--- config.mk ---
export PLATFORM = sky130hd
export DESIGN_NAME = password_sender_flat
export DESIGN_NICKNAME = d
export VERILOG_FILES = /design/src/rtl/password_sender_if.sv /design/src/rtl/password_sender.sv /design/src/flat_wrapper.sv
export SDC_FILE = /design/constraint.sdc
export NUM_CORES = 1
export LEC_CHECK = 0
export ABC_AREA = 1
export BUFFER_PORTS_ARGS = -buffer_cell sky130_fd_sc_hd__buf_2
export CAP_MARGIN = 20
export CORE_ASPECT_RATIO = 0.8
export CORE_MARGIN = 1
export CORE_UTILIZATION = 57
export DETAILED_ROUTE_END_ITERATION = 10
export PLACE_DENSITY = 0.91
export SYNTH_ARGS = -nofsm -noshare
export SYNTH_HDL_FRONTEND = slang
export SYNTH_SLANG_ARGS = --single-unit
--- constraint.sdc ---
create_clock -name CLK -period 2.6 [get_ports CLK]
set_input_delay 0.39 -clock CLK [delete_from_list [all_inputs] [get_ports CLK]]
set_output_delay 0.39 -clock CLK [all_outputs]
set_load 0.02 [all_outputs]
--- src/rtl/password_sender_if.sv ---
// Digit bus between a host/lock pair and the password sender.
// master drives the transfer request and lock lights; slave is the sender itself.
interface password_sender_if #(
    parameter int DIGITS = 4
);
    logic                start;
    logic                prog;
    logic [4*DIGITS-1:0] code;
    logic                abort;
    logic                unlockLight;
    logic                errorLight;
    logic [3:0]          digit;
    logic                digitValid;
    logic                setMode;
    logic                busy;
    logic                done;
    logic                pass;
    logic                fail;
    logic                timeout;

    modport master (
        output start, prog, code, abort, unlockLight, errorLight,
        input  digit, digitValid, setMode, busy, done, pass, fail, timeout
    );

    modport slave (
        input  start, prog, code, abort, unlockLight, errorLight,
        output digit, digitValid, setMode, busy, done, pass, fail, timeout
    );
endinterface

--- src/rtl/password_sender.sv ---
// Serial digit transmitter for the password lock: shifts a latched code out MS nibble
// first with an optional inter-digit gap, then (verify mode) waits for the lock's verdict.
module password_sender #(
    parameter int DIGITS  = 4,
    parameter int GAP     = 0,
    parameter int TIMEOUT = 8
) (
    input logic CLK,
    input logic RST,
    password_sender_if.slave bus
);
    localparam logic [2:0] S_IDLE = 3'd0;
    localparam logic [2:0] S_SEND = 3'd1;
    localparam logic [2:0] S_GAP  = 3'd2;
    localparam logic [2:0] S_WAIT = 3'd3;
    localparam logic [2:0] S_DONE = 3'd4;

    localparam int IW = $clog2(DIGITS + 1);
    localparam int GW = (GAP > 1) ? $clog2(GAP) : 1;
    localparam int TW = (TIMEOUT > 1) ? $clog2(TIMEOUT) : 1;
    localparam logic [IW-1:0] IDX_LAST = IW'(DIGITS - 1);
    localparam logic [GW-1:0] GAP_LAST = GW'((GAP > 0) ? GAP - 1 : 0);
    localparam logic [TW-1:0] TO_LAST  = TW'(TIMEOUT - 1);

    logic [2:0]          state;
    logic [4*DIGITS-1:0] shreg;
    logic [IW-1:0]       idx;
    logic [GW-1:0]       gap_cnt;
    logic [TW-1:0]       wait_cnt;
    logic                set_mode;
    logic                pass_r;
    logic                fail_r;
    logic                timeout_r;

    // NOTE: non-blocking assignments so every register updates from pre-edge values.
    always_ff @(posedge CLK) begin
        if (RST) begin
            state     <= S_IDLE;
            shreg     <= '0;
            idx       <= '0;
            gap_cnt   <= '0;
            wait_cnt  <= '0;
            set_mode  <= 1'b0;
            pass_r    <= 1'b0;
            fail_r    <= 1'b0;
            timeout_r <= 1'b0;
        end else if (state != S_IDLE && bus.abort) begin
            // Abort outranks every other transition, including a lock verdict.
            state     <= S_IDLE;
            set_mode  <= 1'b0;
            pass_r    <= 1'b0;
            fail_r    <= 1'b0;
            timeout_r <= 1'b0;
        end else begin
            case (state)
                S_IDLE: begin
                    if (bus.start) begin
                        shreg     <= bus.code;
                        set_mode  <= bus.prog;
                        pass_r    <= 1'b0;
                        fail_r    <= 1'b0;
                        timeout_r <= 1'b0;
                        idx       <= '0;
                        state     <= S_SEND;
                    end
                end
                S_SEND: begin
                    shreg   <= shreg << 4;
                    idx     <= idx + 1'b1;
                    gap_cnt <= '0;
                    if (idx == IDX_LAST) begin
                        wait_cnt <= '0;
                        state    <= set_mode ? S_DONE : S_WAIT;
                    end else if (GAP > 0) begin
                        state <= S_GAP;
                    end
                end
                S_GAP: begin
                    if (gap_cnt == GAP_LAST) state <= S_SEND;
                    else                     gap_cnt <= gap_cnt + 1'b1;
                end
                S_WAIT: begin
                    // Error is checked first so a simultaneous pair of lights reports fail.
                    if (bus.errorLight) begin
                        fail_r <= 1'b1;
                        state  <= S_DONE;
                    end else if (bus.unlockLight) begin
                        pass_r <= 1'b1;
                        state  <= S_DONE;
                    end else if (wait_cnt == TO_LAST) begin
                        timeout_r <= 1'b1;
                        state     <= S_DONE;
                    end else begin
                        wait_cnt <= wait_cnt + 1'b1;
                    end
                end
                S_DONE: begin
                    set_mode <= 1'b0;
                    state    <= S_IDLE;
                end
                default: state <= S_IDLE;
            endcase
        end
    end

    // NOTE: outputs decode registered state only, so there is no latch and no input-to-output path.
    assign bus.digitValid = (state == S_SEND);
    assign bus.digit      = (state == S_SEND) ? shreg[4*DIGITS-1 -: 4] : 4'hF;
    assign bus.busy       = (state != S_IDLE);
    assign bus.done       = (state == S_DONE);
    assign bus.setMode    = set_mode;
    assign bus.pass       = pass_r;
    assign bus.fail       = fail_r;
    assign bus.timeout    = timeout_r;
endmodule

--- src/flat_wrapper.sv ---
// flat-port wrapper written by rule: the top's interface ports become plain ports
module password_sender_flat 
#(
    parameter int DIGITS  = 4,
    parameter int GAP     = 0,
    parameter int TIMEOUT = 8
)
  (CLK, RST, bus_start, bus_prog, bus_code, bus_abort, bus_unlockLight, bus_errorLight, bus_digit, bus_digitValid, bus_setMode, bus_busy, bus_done, bus_pass, bus_fail, bus_timeout);
  password_sender_if #(.DIGITS(DIGITS)) bus_i ();
  input logic CLK;
  input logic RST;
  input wire logic [$bits(bus_i.start)-1:0] bus_start;
  input wire logic [$bits(bus_i.prog)-1:0] bus_prog;
  input wire logic [$bits(bus_i.code)-1:0] bus_code;
  input wire logic [$bits(bus_i.abort)-1:0] bus_abort;
  input wire logic [$bits(bus_i.unlockLight)-1:0] bus_unlockLight;
  input wire logic [$bits(bus_i.errorLight)-1:0] bus_errorLight;
  output wire logic [$bits(bus_i.digit)-1:0] bus_digit;
  output wire logic [$bits(bus_i.digitValid)-1:0] bus_digitValid;
  output wire logic [$bits(bus_i.setMode)-1:0] bus_setMode;
  output wire logic [$bits(bus_i.busy)-1:0] bus_busy;
  output wire logic [$bits(bus_i.done)-1:0] bus_done;
  output wire logic [$bits(bus_i.pass)-1:0] bus_pass;
  output wire logic [$bits(bus_i.fail)-1:0] bus_fail;
  output wire logic [$bits(bus_i.timeout)-1:0] bus_timeout;
  assign bus_i.start = bus_start;
  assign bus_i.prog = bus_prog;
  assign bus_i.code = bus_code;
  assign bus_i.abort = bus_abort;
  assign bus_i.unlockLight = bus_unlockLight;
  assign bus_i.errorLight = bus_errorLight;
  assign bus_digit = bus_i.digit;
  assign bus_digitValid = bus_i.digitValid;
  assign bus_setMode = bus_i.setMode;
  assign bus_busy = bus_i.busy;
  assign bus_done = bus_i.done;
  assign bus_pass = bus_i.pass;
  assign bus_fail = bus_i.fail;
  assign bus_timeout = bus_i.timeout;
  password_sender #(.DIGITS(DIGITS), .GAP(GAP), .TIMEOUT(TIMEOUT)) u_core (.CLK(CLK), .RST(RST), .bus(bus_i));
endmodule
==> summary.md, run 1 <==
| Metric | Value |
|---|---|
| Status | complete, no violations |
| Via count | roughly 1500 |
| Gr ovfl total | 0 |
| Worst Tran Pin Value | 600 ps |
| Rel. slew slack | 0.599 |
| Synthesized instance count | 235 |
| Io pins | 34 |
| Crit end category | output pin |
| GRT Util Overall | 0.230 |
| Area growth syn-to-layout | 14.1% |
| Worst min-delay path endpoint | u_core.bus.fail$_SDFFE_PP0P_ |
| Worst reg2reg setup slack | 910 ps |
| Synth Register Bits | 29 |
| Post-CTS sizing | 0 |
| Yosys cell types | 20 |
| Cts bufs inserted | 5 |
| Share of cells above drive strength 1 | 0.198 |
| Hold path startpoint | bus_errorLight |
| Fin crit share | 0.796 |
| Vias per inst | ~5 |
| Reg clk slew, reported paths | about 90 ps |
| Worst clock skew | between 6 and 7 ps |
| Worst Path Arrival | between 1500 and 2000 ps |
| Commonest cells after routing, fill and taps aside | nand2_1, nor2_1, buf_2 |
| Worst r2r dst | u_core.shreg[2]$_SDFFE_PP0P_ |
| Hold WS | around 350 ps |
| Die area | between 0.002 and 0.003 sq mm |
| Post-synthesis sequential area ratio | 0.381 |
| DR pass1 iterations | 4 |
| Maximum vdd drop | between 300 and 400 uV |
| Fill count | 242 |
| Commonest non-fill, non-tap cell in the layout | nand2_1 |
| Antenna violations before repair | 0 |
| Clk sink count | 29 |
| CP required | ~2200 ps |
| Number of buffers added on ports | 33 |
| CTS Buffer Depth | 2 |
| Setup-failing EPs final | 0 |
| Hold Violations, Final | 0 |
| Placed Instances | 297 |
| Max Cap Viol | 0 |
| Critical path startpoint category | flip-flop |
| Syn_area_per_cell | 6.48 sq um |
| R2r startpoint | u_core.state[0]$_SDFFE_PP0P_ |
| Row cnt | 16 |
| Slew Limit Fails | 0 |
| Dpl hpwl | roughly 2.1 mm |
| Critical Path Fanout Max | 22 |
| Synth warnings | 0 |
| Antenna Nets Post-Route | 0 |
| Depth of the worst hold-timing path | 3 |
| CTS tree | built |
| DRT iter0 DRCs | around 110 |
| Die Span X | around 60 um |
| Syn nets | between 200 and 300 |
| Largest net degree at the start of global routing | 25 |
| Routed wire per std cell | just under 10 um |
| RSZ-0062 raised after global routing | false |
| Fmax | between 400 and 500 MHz |
| Setup_tns | 0 ps |
| First-pass GRT wire length | 4.75 mm |
| Hold Path Class | input port to flip-flop |
| Core Footprint | around 0.0025 sq mm |
| Post-CTS setup repair buffer count | 0 |
| Number of diodes | 0 |
| H-tree depth | 2 |
| Drt total wl | around 3.0 mm |
| Initial cell density of the core | 0.614 |
| CTS root buffer | clkbuf_4 |
| Worst-Skew Late Latency | 330 ps |
| Post-synthesis cell area | about 0.0015 sq mm |
| Drt drc | 0 |
| Cell Pwr Density | 650 mW/mm^2 |
| Critical path type | flip-flop to output pin |
| Worst reg-to-reg path cell count | 7 |
| Number of global-route vias before repair | about 1100 |
| GPL Wtd Cong | 0.936 |
| Die H | 48.3 um |
| Final net count | about 300 |
| Fin crit period | approximately 2100 ps |
| Post-CTS Hold Buffers | 0 |
| Leak | 0.922 nW |
| Layout Cells excl Fill | ~300 |
Yosys cell counts:
cell type	instances	area share
nand2_1	77	0.19
nor2_1	47	0.12
dfxtp_1	29	0.38
inv_1	21	0.052
o21ai_0	19	0.062
nand3_1	10	0.033
a21oi_1	4	0.013
ha_1	4	0.033
nor2_4	4	0.030
or2_2	4	0.016
buf_2	3	0.0098
buf_6	3	0.022
nor2_2	2	0.0082
nor3_1	2	0.0066
clkbuf_1	1	0.0025
clkbuf_2	1	0.0033
nand2_2	1	0.0041
nand2_4	1	0.0074
nand3_2	1	0.0066
nand4_1	1	0.0041
stage by stage:
stage	setup slack (ps)	power (W)	util	cell area, sq um
5_1_grt	444	0.00121	0.701	1740
2_1_floorplan	1050	0.000803	-	1520
6_report	531	0.00113	0.701	1740
3_3_place_gp	937	0.000855	0.678	1680
4_1_cts	518	0.00114	0.701	1740
3_5_place_dp	905	0.000865	0.678	1680
cell type report:
class | instances | area (sq um) | area share
sequential | 29 | 581 | 0.334
timing repair buffer | 34 | 173 | 0.0993
clock buffer | 7 | 55.1 | 0.0317
inverter | 21 | 78.8 | 0.0453
tap | 36 | 45.0 | 0.0259
multi-input combinational | 177 | 807 | 0.464
cells by family (layout without fill, tap and decap cells):
group,Yosys count,in the layout,share of synthesized area
simple gates,150,150,0.421
flops,29,29,0.381
buf+inv,29,62,0.0895
compound gates,23,23,0.0755
fa+ha+maj,4,4,0.0328
layer usage:
layer  track usage  vias to the layer above  share of wire
met5             0                        -              0
met4         0.107                        0         0.0074
met3        0.0716                        4          0.061
met2         0.349                       56           0.47
met1         0.303                      646           0.47
li1              -                      790              -
how the worst max path moves through the flow:
stage                                       from           end  slack, ps  cells past startpoint
floorplan           u_core.state[1]$_SDFFE_PP0P_  bus_digit[0]       1050                      4
global placement    u_core.state[1]$_SDFFE_PP0P_  bus_digit[2]        940                      5
detailed placement  u_core.state[1]$_SDFFE_PP0P_  bus_digit[3]        900                      5
CTS                 u_core.state[1]$_SDFFE_PP0P_  bus_digit[3]        520                      5
global route        u_core.state[1]$_SDFFE_PP0P_  bus_digit[3]        440                      5
finish              u_core.state[1]$_SDFFE_PP0P_  bus_digit[3]        530                      5
power by group:
part	internal, W	total, W	switching [W]
Clock	0.000127	0.000275	0.000148
Sequential	0.000504	0.000538	0.0000338
Combinational	0.000113	0.000318	0.000205
state kept, by name (all words and copies together), names as in the netlist:
signal / flops
u_core.wait_cnt: 3
u_core.bus.timeout: 1
u_core.bus.pass: 1
u_core.state: 3
u_core.bus.fail: 1
u_core.idx: 3
u_core.shreg: 16
u_core.bus.setMode: 1
critical path, stage by stage, from the launching register on:
cell	delay, ps
dfxtp_1	380
nor2_4	250
nand2_1	80
buf_4	210
or2_2	290
buf_2	160
(Power assumes the default switching activity.)
==> run 2: changes to the inputs <==
--- a/config.mk
+++ b/config.mk
@@ -5,14 +5,14 @@
 export SDC_FILE = /design/constraint.sdc
 export NUM_CORES = 1
 export LEC_CHECK = 0
-export ABC_AREA = 1
+export ABC_AREA = 0
 export BUFFER_PORTS_ARGS = -buffer_cell sky130_fd_sc_hd__buf_2
 export CAP_MARGIN = 20
 export CORE_ASPECT_RATIO = 0.8
 export CORE_MARGIN = 1
-export CORE_UTILIZATION = 57
+export CORE_UTILIZATION = 48
 export DETAILED_ROUTE_END_ITERATION = 10
-export PLACE_DENSITY = 0.91
+export PLACE_DENSITY = 0.83
 export SYNTH_ARGS = -nofsm -noshare
 export SYNTH_HDL_FRONTEND = slang
 export SYNTH_SLANG_ARGS = --single-unit
==> constraint.sdc (replaced) <==
create_clock -name CLK -period 1.8 [get_ports CLK]
set_input_delay 0.27 -clock CLK [delete_from_list [all_inputs] [get_ports CLK]]
set_output_delay 0.27 -clock CLK [all_outputs]
set_load 0.02 [all_outputs]
==> run 2 against run 1 <==
Register-to-register slack got worse by 840 ps. Sequential cell count unchanged. Clock power increased by 110%. Via count decreased by 15%. Worst setup slack got worse by 490 ps. Count of clock-buffer cells in the layout unchanged. Sequential power increased by 32%. Hold slack got worse by 110 ps. Design area increased by 6.1%. Clock skew decreased by 2.5 ps. Global-route usage decreased by 3.6 points. Area after synthesis decreased by 0.66%. Critical endpoint is now bus_digit[1].
==> summary.md, run 2 <==
| Metric | Value |
|---|---|
| Core Footprint | 0.00287 sq mm (+16%) |
| Fmax | 570 MHz |
| Die area | 0.00338 sq mm (+17%) |
| Gr ovfl total | 0 (unchanged) |
| Antenna Nets Post-Route | 0 (unchanged) |
| Post-synthesis xor/xnor area fraction | 0 (unchanged) |
| Via count | 1268 (-15%) |
| Fill count | 247 (+2.1%) |
| Synthesized instance count | 170 (-28%) |
| Hold Path Class | input port to flip-flop |
| Yosys cell types | 35 (+75%) |
| Commonest cells after routing, fill and taps aside | buf_2, nand2_1, dfxtp_1 |
| Buffers plus inverters on the worst setup path | 2 (unchanged) |
| Rel. slew slack | 0.769 (+0.169) |
| Synth Area in Compound Gates | 0.215 (+0.139) |
| Critical path cell sequence | or3b_4 -> inv_4 -> or2b_1 -> buf_2 |
| Synth warnings | 0 (unchanged) |
| Area growth syn-to-layout | 21.9% |
| Row cnt | 17 (+1) |
| First-pass GRT wire length | 4.82 mm (+1.3%) |
| Io pins | 34 (unchanged) |
| DR pass1 iterations | 4 (unchanged) |
| Ys async rst share | 0 (unchanged) |
| Post-synth top cells | dfxtp_1, nand2_1, nor2_1 |
| H-tree depth | 2 (unchanged) |
| Synth Register Bits | 29 (unchanged) |
| Simple logic cell fraction of the synthesized area | 0.279 (-0.143) |
| Critical path type | flip-flop to output pin |
| Drt total wl | 2.92 mm (-1.6%) |
| GPL Wtd Cong | 0.800 (-15%) |
| CTS root buffer | clkbuf_8 |
| Die H | 52.2 um (+8.2%) |
| Prevailing post-synth register cell | dfxtp_1 |
| CTS tree | built |
| Cell Pwr Density | 887 mW/mm^2 (+36%) |
| Critical path depth | 4 (-1) |
| Depth of the worst hold-timing path | 3 (unchanged) |
| Number of diodes | 0 (unchanged) |
| Yosys top cell by area | dfxtp_1 |
| Post-synthesis mux area share | 0.0132 (+0.0132) |
| Hold WS | 240 ps (-107 ps) |
| Largest net degree at the start of global routing | 37 (+48%) |
| Pwr Total | 0.00164 W (+45%) |
| Number of buffers added on ports | 33 (unchanged) |
| Worst-Skew Late Latency | 280 ps (-50 ps) |
| Top cell type's share of synthesized area | 0.383 (+0.00252) |
| Critical path's slowest cell | or3b_4 |
| Routed wire per std cell | 11.9 um (+22%) |
| Cts bufs inserted | 5 (unchanged) |
| Worst Tran Pin Value | 344 ps (-256 ps) |
| Worst clock skew | 4.26 ps (-2.52 ps) |
| Fin crit period | around 1800 ps |
| Critical path startpoint category | flip-flop |
| Maximum vdd drop | 392 uV (+18%) |
| Slew Limit Fails | 0 (unchanged) |
| Critical Path Fanout Max | 7 (-68%) |
| Top delay family on crit path | simple AND/OR/NAND/NOR gates |
| Setup-failing EPs final | 0 (unchanged) |
| Clk sink count | 29 (unchanged) |
| Number of global-route vias before repair | 1119 (+2.4%) |
| Drt drc | 0 (unchanged) |
| Leak | 0.777 nW (-16%) |
| Fin crit share | 0.975 |
| Post-synthesis sequential area ratio | 0.383 (+0.00252) |
| Post-synthesis adder-cell area fraction | 0.0331 (+0.000217) |
| Max FFs per register | 16 (unchanged) |
| Largest family of logic cells by synthesized area | simple AND/OR/NAND/NOR gates |
| CP required | 1530 ps (-680 ps) |
| Hold Violations, Final | 0 (unchanged) |
| Syn nets | 197 (-25%) |
| Post-synthesis cell area | 0.00151 sq mm (-0.66%) |
| Vias per inst | 5.15 (+4.7%) |
| Final net count | 234 (-21%) |
| Crit end category | output pin |
| RSZ-0062 raised after global routing | true |
| Area contributors post-synth | dfxtp_1, a311oi_2, nand2_1 |
| Status | complete, no violations |
| Share of cells above drive strength 1 | 0.341 (+0.144) |
| Final core area utilization | 0.643 (-0.0579) |
| Dpl hpwl | 1.95 mm (-6.6%) |
| EDFF count, synth | 0 (unchanged) |
| Reg with most FFs | u_core.shreg |
| Syn_area_per_cell | 8.91 sq um (+37%) |
| Most frequent cell after synthesis | dfxtp_1 |
| Antenna violations before repair | 0 (unchanged) |
| Die Span X | 64.8 um (+8.3%) |
| DRT iter0 DRCs | 47 (-55%) |
| Setup_tns | 0 ps (unchanged) |
| GRT Util Overall | 0.194 (-0.0361) |
| Crit path largest cell delay | 400 ps (+20 ps) |
| Max Cap Viol | 0 (unchanged) |
| Worst reg-to-reg path cell count | 6 (-1) |
| Commonest non-fill, non-tap cell in the layout | buf_2 |
| Worst Path Arrival | 1490 ps (-190 ps) |
| Initial cell density of the core | 0.527 (-0.0867) |
| Reg clk slew, reported paths | 60 ps (-30 ps) |
| CTS Buffer Depth | 2 (unchanged) |
-- run 2: changes by cell type after synthesis, sizes merged, moves of 3 or more --
cell,before,now
nand2,79,27
nor2,53,18
inv,21,4
o21ai,19,4
a311oi,0,12
nand2b,0,11
a21oi,4,12
and2,0,4
buf,6,9
nor3,2,5
or2,4,1
-- run 2: path summary, 6_finish.rpt --
check                                  startpoint  slack (ps)                              end
setup / recovery     u_core.state[2]$_SDFFE_PP0P_          40                     bus_digit[1]
hold / removal                        bus_code[2]         240     u_core.shreg[2]$_SDFFE_PP0P_
setup reg to reg  u_core.wait_cnt[0]$_SDFFE_PP0P_          70  u_core.wait_cnt[0]$_SDFFE_PP0P_
hold reg to reg      u_core.shreg[3]$_SDFFE_PP0P_         470     u_core.shreg[3]$_SDFFE_PP0P_
-- run 2: cell families (layout without fill, tap and decap cells) --
group                      Yosys count  count (layout)
and+or+nand+nor                     85              85
AOI/OAI and AO/OA                   35              35
DFF                                 29              29
buffers and inverters               15              53
adders and majority gates            4               4
muxes                                2               2
-- run 2: worst reg2reg max path, stage by stage (launching register included) --
cell and delay, ps:
dfxtp_1 320, ha_1 190, ha_1 190, or3_4 400
or3_4 350, nand3_1 100, a21oi_1 60
-- run 2: layer usage --
metal | share of wire | GRT usage
met1 | 0.49 | 0.247
met2 | 0.45 | 0.293
met3 | 0.035 | 0.0478
met4 | 0.024 | 0.122
met5 | 0 | 0
-- run 2: final cells by class --
class                   count  area (sq um)  share of cell area
multi-input cells         126           835               0.452
flip-flops and latches     29           588               0.319
repair buffers             41           256               0.139
clock buffers               7          96.3              0.0522
well taps                  38          47.5              0.0258
inverters                   4          17.5             0.00949
clock inverters             1          5.00             0.00271
-- run 2: repair_timing --
| item | 4_1_cts | 5_1_grt |
|---|---|---|
| pin swaps | 0 | 1 |
| buffers inserted | 1 | 0 |
| resized for setup | 2 | 8 |
| cloned | 0 | 0 |
| setup endpoints to repair | 5 | 8 |
| hold buffers | 0 | 0 |
-- run 2: report_power, final --
part	internal, W	switching, W	total, W
Sequential	0.000687	0.0000233	0.000711
Combinational	0.000151	0.000185	0.000336
Clock	0.000345	0.000245	0.000589
Total	0.00118	0.000453	0.00164
-- run 2: through the flow --
stage / setup slack (ps) / std cells / area (sq um)
global route: -4.29 / 246 / 1850
finish: 44.8 / 246 / 1850
detailed placement: 57.7 / 237 / 1710
global placement: 84.4 / 237 / 1710
floorplan: 138 / 170 / 1510
CTS: 15.6 / 246 / 1820
